--- config.mk ---
export PLATFORM = sky130hd
export DESIGN_NAME = booth_mult_seq_ctrl
export DESIGN_NICKNAME = d
export VERILOG_FILES = /design/src/rtl/mult_pkg.sv /design/src/rtl/booth_step.sv /design/src/rtl/booth_mult_seq_ctrl.sv
export SDC_FILE = /design/constraint.sdc
export NUM_CORES = 1
export LEC_CHECK = 0
export BUFFER_PORTS_ARGS = -buffer_cell sky130_fd_sc_hd__buf_2
export CORE_ASPECT_RATIO = 1.4
export CORE_MARGIN = 2
export CORE_UTILIZATION = 40
export DETAILED_ROUTE_END_ITERATION = 10
export PLACE_DENSITY = 0.61
export SETUP_SLACK_MARGIN = 0.5
export SLEW_MARGIN = 20
export SYNTH_ARGS = -nofsm -noshare
export SYNTH_HDL_FRONTEND = slang
export SYNTH_SLANG_ARGS = --single-unit
--- constraint.sdc ---
create_clock -name clk -period 3.15 [get_ports clk]
set_input_delay 0.63 -clock clk [delete_from_list [all_inputs] [get_ports clk]]
set_output_delay 0.63 -clock clk [all_outputs]
set_load 0.02 [all_outputs]
--- src/rtl/mult_pkg.sv ---
// Shared definitions for the sequential Booth multiplier: operand width and FSM encodings.
package mult_pkg;

    localparam int MULT_WIDTH = 8;

    localparam logic [1:0] IDLE = 2'd0;
    localparam logic [1:0] LOAD = 2'd1;
    localparam logic [1:0] ITER = 2'd2;
    localparam logic [1:0] DONE = 2'd3;

    typedef enum logic [1:0] {
        ST_IDLE = IDLE,
        ST_LOAD = LOAD,
        ST_ITER = ITER,
        ST_DONE = DONE
    } state_e;

endpackage

--- src/rtl/booth_step.sv ---
// One radix-2 Booth iteration: conditional add/sub of M into A, then arithmetic shift of {A,Q,q_1}.
module booth_step #(
    parameter int WIDTH = 8
) (
    input  logic [WIDTH:0]   acc_i,
    input  logic [WIDTH:0]   m_i,
    input  logic [WIDTH-1:0] q_i,
    input  logic             q1_i,
    output logic [WIDTH:0]   acc_o,
    output logic [WIDTH-1:0] q_o,
    output logic             q1_o
);

    logic [WIDTH:0] sum;

    always_comb begin
        sum = acc_i;
        case ({q_i[0], q1_i})
            2'b01:   sum = acc_i + m_i;
            2'b10:   sum = acc_i - m_i;
            default: sum = acc_i;
        endcase
        // A carries one guard bit, so the shifted-in sign is always the true sign.
        acc_o = {sum[WIDTH], sum[WIDTH:1]};
        q_o   = {sum[0], q_i[WIDTH-1:1]};
        q1_o  = q_i[0];
    end

endmodule

--- src/rtl/booth_mult_seq_ctrl.sv ---
// Sequencing controller for a signed WIDTHxWIDTH Booth multiplier with start/busy/done handshake.
// Accept -> done pulse in WIDTH+2 cycles; start outside IDLE is dropped, product register loads on done.
module booth_mult_seq_ctrl
    import mult_pkg::*;
#(
    parameter int WIDTH = MULT_WIDTH,
    parameter int CNT_W = 4
) (
    input  logic               clk,
    input  logic               reset,
    input  logic               start,
    input  logic [WIDTH-1:0]   a,
    input  logic [WIDTH-1:0]   b,
    output logic               busy,
    output logic               done,
    output logic               prod_load,
    output logic [2*WIDTH-1:0] product
);

    state_e             state_q, state_d;
    logic [CNT_W-1:0]   count_q, count_d;
    logic [WIDTH:0]     acc_q, acc_d;
    logic [WIDTH:0]     m_q, m_d;
    logic [WIDTH-1:0]   q_q, q_d;
    logic               q1_q, q1_d;
    logic [2*WIDTH-1:0] product_q, product_d;

    logic [WIDTH:0]     step_acc;
    logic [WIDTH-1:0]   step_q;
    logic               step_q1;

    booth_step #(.WIDTH(WIDTH)) u_step (
        .acc_i (acc_q),
        .m_i   (m_q),
        .q_i   (q_q),
        .q1_i  (q1_q),
        .acc_o (step_acc),
        .q_o   (step_q),
        .q1_o  (step_q1)
    );

    always_comb begin
        state_d   = state_q;
        count_d   = count_q;
        acc_d     = acc_q;
        m_d       = m_q;
        q_d       = q_q;
        q1_d      = q1_q;
        busy      = 1'b0;
        done      = 1'b0;
        case (state_q)
            ST_IDLE: begin
                if (start) begin
                    m_d     = {a[WIDTH-1], a};
                    q_d     = b;
                    state_d = ST_LOAD;
                end
            end
            ST_LOAD: begin
                busy    = 1'b1;
                acc_d   = '0;
                q1_d    = 1'b0;
                count_d = CNT_W'(WIDTH);
                state_d = ST_ITER;
            end
            ST_ITER: begin
                busy    = 1'b1;
                acc_d   = step_acc;
                q_d     = step_q;
                q1_d    = step_q1;
                count_d = count_q - CNT_W'(1);
                if (count_q == CNT_W'(1)) begin
                    state_d = ST_DONE;
                end
            end
            ST_DONE: begin
                done    = 1'b1;
                state_d = ST_IDLE;
            end
            default: state_d = ST_IDLE;
        endcase
        prod_load = done;
        product_d = prod_load ? {acc_q[WIDTH-1:0], q_q} : product_q;
    end

    always_ff @(posedge clk) begin
        if (reset) begin
            state_q   <= ST_IDLE;
            count_q   <= '0;
            acc_q     <= '0;
            m_q       <= '0;
            q_q       <= '0;
            q1_q      <= 1'b0;
            product_q <= '0;
        end else begin
            state_q   <= state_d;
            count_q   <= count_d;
            acc_q     <= acc_d;
            m_q       <= m_d;
            q_q       <= q_d;
            q1_q      <= q1_d;
            product_q <= product_d;
        end
    end

    assign product = product_q;

endmodule
==> results of run 1 <==
-- area by class of cell --
type	count	area, µm²	share of cell area, %
Inverter	15	56.3	1.88
Sequential cell	47	950	31.8
Clock buffer	6	72.6	2.43
Multi-Input combinational cell	219	1500	50.2
Timing Repair Buffer	47	260	8.70
Tap cell	72	90.1	3.01
Clock inverter	2	60.1	2.01
-- cells in the mapped netlist (2+ instances only) --
cell type	instances
buf_1	2
a31oi_1	2
nor3b_1	2
a211oi_1	8
o21ai_1	3
nor3_1	6
nand2_1	21
nor2_1	41
clkbuf_1	15
inv_2	2
xnor2_1	6
o22ai_1	3
nor4_1	2
o211ai_1	2
inv_1	13
ha_1	16
dfxtp_1	47
o21a_1	3
nor2b_1	3
o21ai_0	5
or2_2	2
o31a_1	2
mux2i_1	26
nand3_1	17
o31ai_1	2
a21oi_1	26
-- cell families (layout without fill, tap and decap cells) --
kind of cell | Yosys count | count (layout) | synth area share, %
buffers and inverters | 33 | 70 | 5.07
adder cells (fa/ha/maj) | 17 | 17 | 8.74
flip-flops | 47 | 47 | 37.4
multiplexers | 27 | 27 | 10.8
AO/OA/AOI/OAI | 64 | 64 | 16.2
AND/OR/NAND/NOR | 104 | 104 | 19.4
XOR/XNOR | 7 | 7 | 2.43
-- routing by layer --
metal,up-vias,GRT usage (%),wire length (µm)
li1,1124,-,-
met4,0,5.95,81
met2,33,30.4,3060
met1,1015,20.2,2390
met5,-,0,0
met3,7,2.89,198
-- power by group through the flow --
stage / registers, mW / logic, mW / clock network, mW
global route: 0.805 / 1.41 / 0.560
finish: 0.788 / 1.26 / 0.523
floorplan: 0.775 / 0.932 / 0
detailed placement: 0.793 / 1.17 / 0
CTS: 0.788 / 1.20 / 0.534
global placement: 0.790 / 1.15 / 0
-- worst register-to-register path, delay by kind of cell, from the launching register on --
kind | cells | cell delay, ns
adder cells (fa/ha/maj) | 2 | 0.47
flip-flops | 1 | 0.37
buffers and inverters | 1 | 0.09
AND/OR/NAND/NOR | 3 | 0.66
AO/OA/AOI/OAI | 3 | 0.83
XOR/XNOR | 1 | 0.12
-- stage by stage --
step	total power [mW]	setup slack [ns]	hold WS [ns]
2_1_floorplan	1.71	0.509	0.441
3_3_place_gp	1.94	0.389	0.451
3_5_place_dp	1.96	0.353	0.453
4_1_cts	2.52	0.508	0.465
5_1_grt	2.78	0.404	0.484
6_report	2.57	0.530	0.461
-- worst paths after layout --
kind                from        to  cells past startpoint  slack [ns]
setup / recovery  m_q[0]  acc_q[7]                     10        0.53
hold reg to reg     q1_q      q1_q                      2        0.46
setup reg to reg  m_q[0]  acc_q[7]                     10        0.53
hold / removal      q1_q      q1_q                      2        0.46
-- flip-flops by register name, indices dropped and copies added (netlist names) --
signal / cells
q_q: 8
q1_q: 1
count_q: 4
acc_q: 8
m_q: 8
state_q: 2
product: 16
-- repair_timing --
| item | in CTS | in global routing |
|---|---|---|
| pin swaps | 1 | 4 |
| setup buffers | 1 | 5 |
| endpoints found under the setup margin | 1 | 1 |
| gates resized for setup | 7 | 8 |
| endpoints found under the hold margin | 0 | 0 |
==> impl_metrics.json, run 1 <==
{
  "yosys.cell_types.count": 48,
  "total_switching_power_mw": 1.01,
  "critPathMaxFanout": 4,
  "vdd_ir_drop_max_v": 0.000552,
  "dp_cells": 394,
  "syn-cell-area_um2": 2520,
  "synthArstFlopShare_pct": 0,
  "num-nets-final": 371,
  "postSynthCellCount": 299,
  "timing.critical_path.cells": "inv_2 -> ha_4 -> nor2_2 -> xnor2_1 -> ha_1 -> nor2b_4 -> o31a_1 -> o311a_1 -> or4_1 -> a311oi_1",
  "synthFlopType": "dfxtp_1",
  "post_synthesis_to_final_layout_area_growth_pct": 18.7,
  "timing.clock.skew_ns": 0.00861,
  "maximum_number_of_pins_on_one_net_before_global_route_repair": 27,
  "share_of_layout_cells_above_drive_strength_1_pct": 21.7,
  "synth.avg_cell_area_um2": 8.42,
  "worstPathArrival_ns": 2.84,
  "count_of_buffering_cells_on_the_critical_path_with_inverters_included": 1,
  "post_synthesis_sequential_element_count": 47,
  "power.leakage_nw": 1.17,
  "layout_common_cells": "dfxtp_1, nor2_1, buf_2",
  "number_of_enable_type_register_cells_in_the_synthesized_netlist": 0,
  "cp.required_ns": 3.37,
  "final_cells": 408,
  "detailedPlacementHpwl_um": 4190,
  "wirelength_um": 5730,
  "cell_internal_pwr_mw": 1.56,
  "route.antenna.remaining_nets": 0,
  "root_buffer": "clkbuf_8",
  "placeableCoreArea_um2": 6170,
  "die_width_um": 71.1,
  "detail_route.vias_per_cell": 5.34,
  "grt_setup_unrepaired": "true",
  "insertion_delay_of_the_later_clocked_pin_in_the_worst_skew_pair_ns": 0.31,
  "area_share_of_the_largest_cell_type_after_synthesis_pct": 37.4,
  "seqPwrFrac_pct": 30.7,
  "worstMarginPinSlew_ns": 0.658,
  "gp_routability_congestion": 0.780,
  "min-delay-path-class": "reg -> reg",
  "start_util_pct": 40.8,
  "drtIter0Drc": 93,
  "grt_use_total_pct": 17.0,
  "fp-row-count": 34,
  "slowest_delay_ns": 0.49,
  "grt_first_pass_wirelength_um": 9560,
  "net_count_of_the_mapped_netlist": 335,
  "ys_seq_area_share_pct": 37.4,
  "setup_viol": 0,
  "htree_levels": 2,
  "critPathKind": "reg -> reg",
  "report.final.hold_viol_count": 0,
  "route.detailed.drc": 0,
  "status": "completed",
  "powerDensity_nw_per_um2": 859,
  "ioPinCount": 38,
  "tritoncts.num_buffers": 5,
  "post_dp_cell_area_um2": 2760,
  "crit_path_capture_type": "flip-flop",
  "timing.critical_path.from_type": "flip-flop",
  "netSwitchingFraction_pct": 39.3,
  "die_y_um": 97.9,
  "num_antenna_cells": 0,
  "drt-pass1-iter-count": 4,
  "timing.critical_path.max_delay_family": "compound AO/OA/AOI/OAI gates",
  "fin_crit_sh_pct": 83.2,
  "setup_tns_ns": 0,
  "synth_area_leaders": "dfxtp_1, mux2i_1, ha_1",
  "share_comb_of_total_power_pct": 48.9,
  "postLayoutCellArea_um2": 2990,
  "number_of_hold_buffers_added_after_cts": 0,
  "slew_headroom_pct": 56.2,
  "ctsLongestPathBuffers": 2,
  "achievable-frequency_mhz": 382,
  "global_route.overflow_total": 0,
  "layout_commonest_cell": "dfxtp_1",
  "utilization_pct": 48.5,
  "grt_antenna_before_repair": 0,
  "max-cap-violations": 0,
  "routed_wire_length_per_instance_um": 14.0,
  "final-max-slew-violation-count": 0,
  "share_clk_of_total_power_pct": 20.4,
  "path_clk_slew_ns": 0.08,
  "fill_cells": 595,
  "die_area_um2": 6960,
  "post-synth-top-area-cell": "dfxtp_1",
  "slowest_stage": "or4_1",
  "tritoncts": "yes",
  "clock_sink_count": 47,
  "vias_in_the_first_global_route": 2001,
  "io_buffers": 37,
  "vias": 2179,
  "yosysWarnings": 0,
  "timing.final.crit_period_ns": 2.62
}
Power figures use the tool's default switching activity.
==> run 2: changes to the inputs <==
--- a/config.mk
+++ b/config.mk
@@ -10,7 +10,7 @@
 export CORE_MARGIN = 2
 export CORE_UTILIZATION = 40
 export DETAILED_ROUTE_END_ITERATION = 10
-export PLACE_DENSITY = 0.61
+export PLACE_DENSITY = 0.64
 export SETUP_SLACK_MARGIN = 0.5
 export SLEW_MARGIN = 20
 export SYNTH_ARGS = -nofsm -noshare
==> constraint.sdc (replaced) <==
create_clock -name clk -period 2.15 [get_ports clk]
set_input_delay 0.43 -clock clk [delete_from_list [all_inputs] [get_ports clk]]
set_output_delay 0.43 -clock clk [all_outputs]
set_load 0.02 [all_outputs]
==> run 2 against run 1 <==
Compared with the run above: the flow now finishes with violations (negative setup slack); global-route usage increased by 1.2 points; count of clock-buffer cells in the layout is 1 lower; sequential power is 45% higher.
==> impl_metrics.json, run 2 (synthesis results as in run 1) <==
{
  "worstPathArrival_ns": 2.80,
  "num-nets-final": 407,
  "power.leakage_nw": 1.40,
  "number_of_hold_buffers_added_after_cts": 0,
  "timing.final.crit_period_ns": 2.58,
  "fp-row-count": 34,
  "timing.critical_path.from_type": "flip-flop",
  "setup_viol": 6,
  "timing.critical_path.cells": "inv_2 -> ha_4 -> nor2_4 -> xnor2_2 -> ha_1 -> nor2b_4 -> o31a_1 -> o311a_1 -> or4_1 -> a311oi_1",
  "num_antenna_cells": 0,
  "reg2reg_setup_slack_ns": -0.43,
  "layout_common_cells": "nor2_1, dfxtp_1, buf_2, buf_4",
  "grt_use_total_pct": 18.2,
  "vias_in_the_first_global_route": 2281,
  "grt_antenna_before_repair": 0,
  "detail_route.vias_per_cell": 5.24,
  "slew_headroom_pct": 81.0,
  "powerDensity_nw_per_um2": 1330,
  "start_util_pct": 40.8,
  "tritoncts": "yes",
  "slowest_stage": "or4_1",
  "count_of_buffering_cells_on_the_critical_path_with_inverters_included": 1,
  "route.antenna.remaining_nets": 0,
  "hp-start": "a[3]",
  "violations_in_the_final_reports": "negative setup slack",
  "status": "finished, violations left",
  "die_width_um": 71.1,
  "routed_wire_length_per_instance_um": 14.4,
  "die_y_um": 97.9,
  "post_dp_cell_area_um2": 3050,
  "cp.required_ns": 2.37,
  "timing.rr.end": "acc_q[7]",
  "htree_levels": 2,
  "worstMarginPinSlew_ns": 0.285,
  "r2r-start": "m_q[0]",
  "drt-pass1-iter-count": 4,
  "clock_sink_count": 47,
  "root_buffer": "clkbuf_8",
  "grt_first_pass_wirelength_um": 10300,
  "ioPinCount": 38,
  "gp_routability_congestion": 0.875,
  "route.detailed.drc": 0,
  "hold-path-endpoint": "m_q[3]",
  "grt.met3_usage_pct": 2.89,
  "die_area_um2": 6960,
  "fill_cells": 545,
  "post_synthesis_to_final_layout_area_growth_pct": 36.9,
  "critPathMaxFanout": 3,
  "report.final.hold_viol_count": 0,
  "path_clk_slew_ns": 0.09,
  "wirelength_um": 6410,
  "tritoncts.num_buffers": 5,
  "slowest_delay_ns": 0.48,
  "dp_cells": 426,
  "postLayoutCellArea_um2": 3450,
  "ctsLongestPathBuffers": 2,
  "timing.clock.skew_ns": 0.00510,
  "min-delay-path-class": "in -> reg",
  "timing.critical_path.max_delay_family": "compound AO/OA/AOI/OAI gates",
  "fin_crit_sh_pct": 120,
  "detailedPlacementHpwl_um": 4370,
  "timing.final.ws_setup_ns": -0.433,
  "critPathKind": "reg -> reg",
  "share_of_layout_cells_above_drive_strength_1_pct": 35.2,
  "max-cap-violations": 0,
  "achievable-frequency_mhz": 387,
  "grt_setup_unrepaired": "true",
  "final_cells": 444,
  "placeableCoreArea_um2": 6170,
  "vdd_ir_drop_max_v": 0.000802,
  "largest_register_ff_count": 16,
  "io_buffers": 37,
  "vias": 2326,
  "globalRoute.busiestLayer": "met2",
  "maximum_number_of_pins_on_one_net_before_global_route_repair": 46,
  "min_path_cells": 3,
  "drtIter0Drc": 107,
  "grt_use_met2_pct": 33.7,
  "grt_util_met1_pct": 21.0,
  "insertion_delay_of_the_later_clocked_pin_in_the_worst_skew_pair_ns": 0.30,
  "worst-r2r-cell-count": 10,
  "global_route.overflow_total": 0,
  "crit_path_capture_type": "flip-flop",
  "final-max-slew-violation-count": 0
}
## run 2: through the flow
stage	power (mW)	util, %	worst slack [ns]	TNS [ns]	hold WS [ns]
finish	4.58	55.9	-0.433	-0.926	0.361
global route	4.88	55.9	-0.510	-1.33	0.370
CTS	4.33	54.1	-0.380	-0.615	0.371
detailed placement	3.21	49.4	-0.396	-0.659	0.459
global placement	3.16	49.4	-0.338	-0.480	0.458
floorplan	2.55	-	-0.410	-0.523	0.447
## run 2: tightest hold or removal path: stages
cell	delay, ns
buf_2	0.10
nand3_1	0.05
a21oi_1	0.05
## run 2: how the worst max path moves through the flow
stage / cells past startpoint / slack [ns] / start / to
2_1_floorplan: 11 / -0.41 / q1_q / acc_q[7]
3_3_place_gp: 10 / -0.34 / m_q[1] / acc_q[7]
3_5_place_dp: 10 / -0.40 / m_q[0] / acc_q[7]
4_1_cts: 10 / -0.38 / m_q[0] / acc_q[7]
5_1_grt: 10 / -0.51 / m_q[0] / acc_q[7]
6_report: 10 / -0.43 / m_q[0] / acc_q[7]
## run 2: layout make-up
| cell class | count | area, µm² | share of cell area, % |
|---|---|---|---|
| timing repair buffer | 83 | 604 | 17.5 |
| inverter | 15 | 58.8 | 1.71 |
| sequential | 47 | 953 | 27.7 |
| clock inverter | 3 | 67.6 | 1.96 |
| clock buffer | 5 | 68.8 | 2.00 |
| multi-input combinational | 219 | 1600 | 46.5 |
| tap | 72 | 90.1 | 2.61 |
## run 2: what timing repair did
item,CTS,global route
cloned,0,0
setup buffers,7,3
pin swaps,9,10
resized for setup,24,20
endpoints found under the setup margin,17,17
## run 2: power by group
part           switching (mW)  internal, mW  total (mW)
clock                   0.305         0.464       0.769
sequential              0.126          1.02        1.14
combinational            1.32          1.35        2.67
total                    1.75          2.83        4.58
## run 2: metal layers
| layer | share of wire, % | wire [µm] | vias to the layer above |
|---|---|---|---|
| li1 | - | - | 1190 |
| met1 | 42 | 2660 | 1096 |
| met2 | 54 | 3490 | 33 |
| met3 | 2.6 | 164 | 7 |
| met4 | 1.4 | 92 | 0 |
| met5 | 0 | 0 | - |
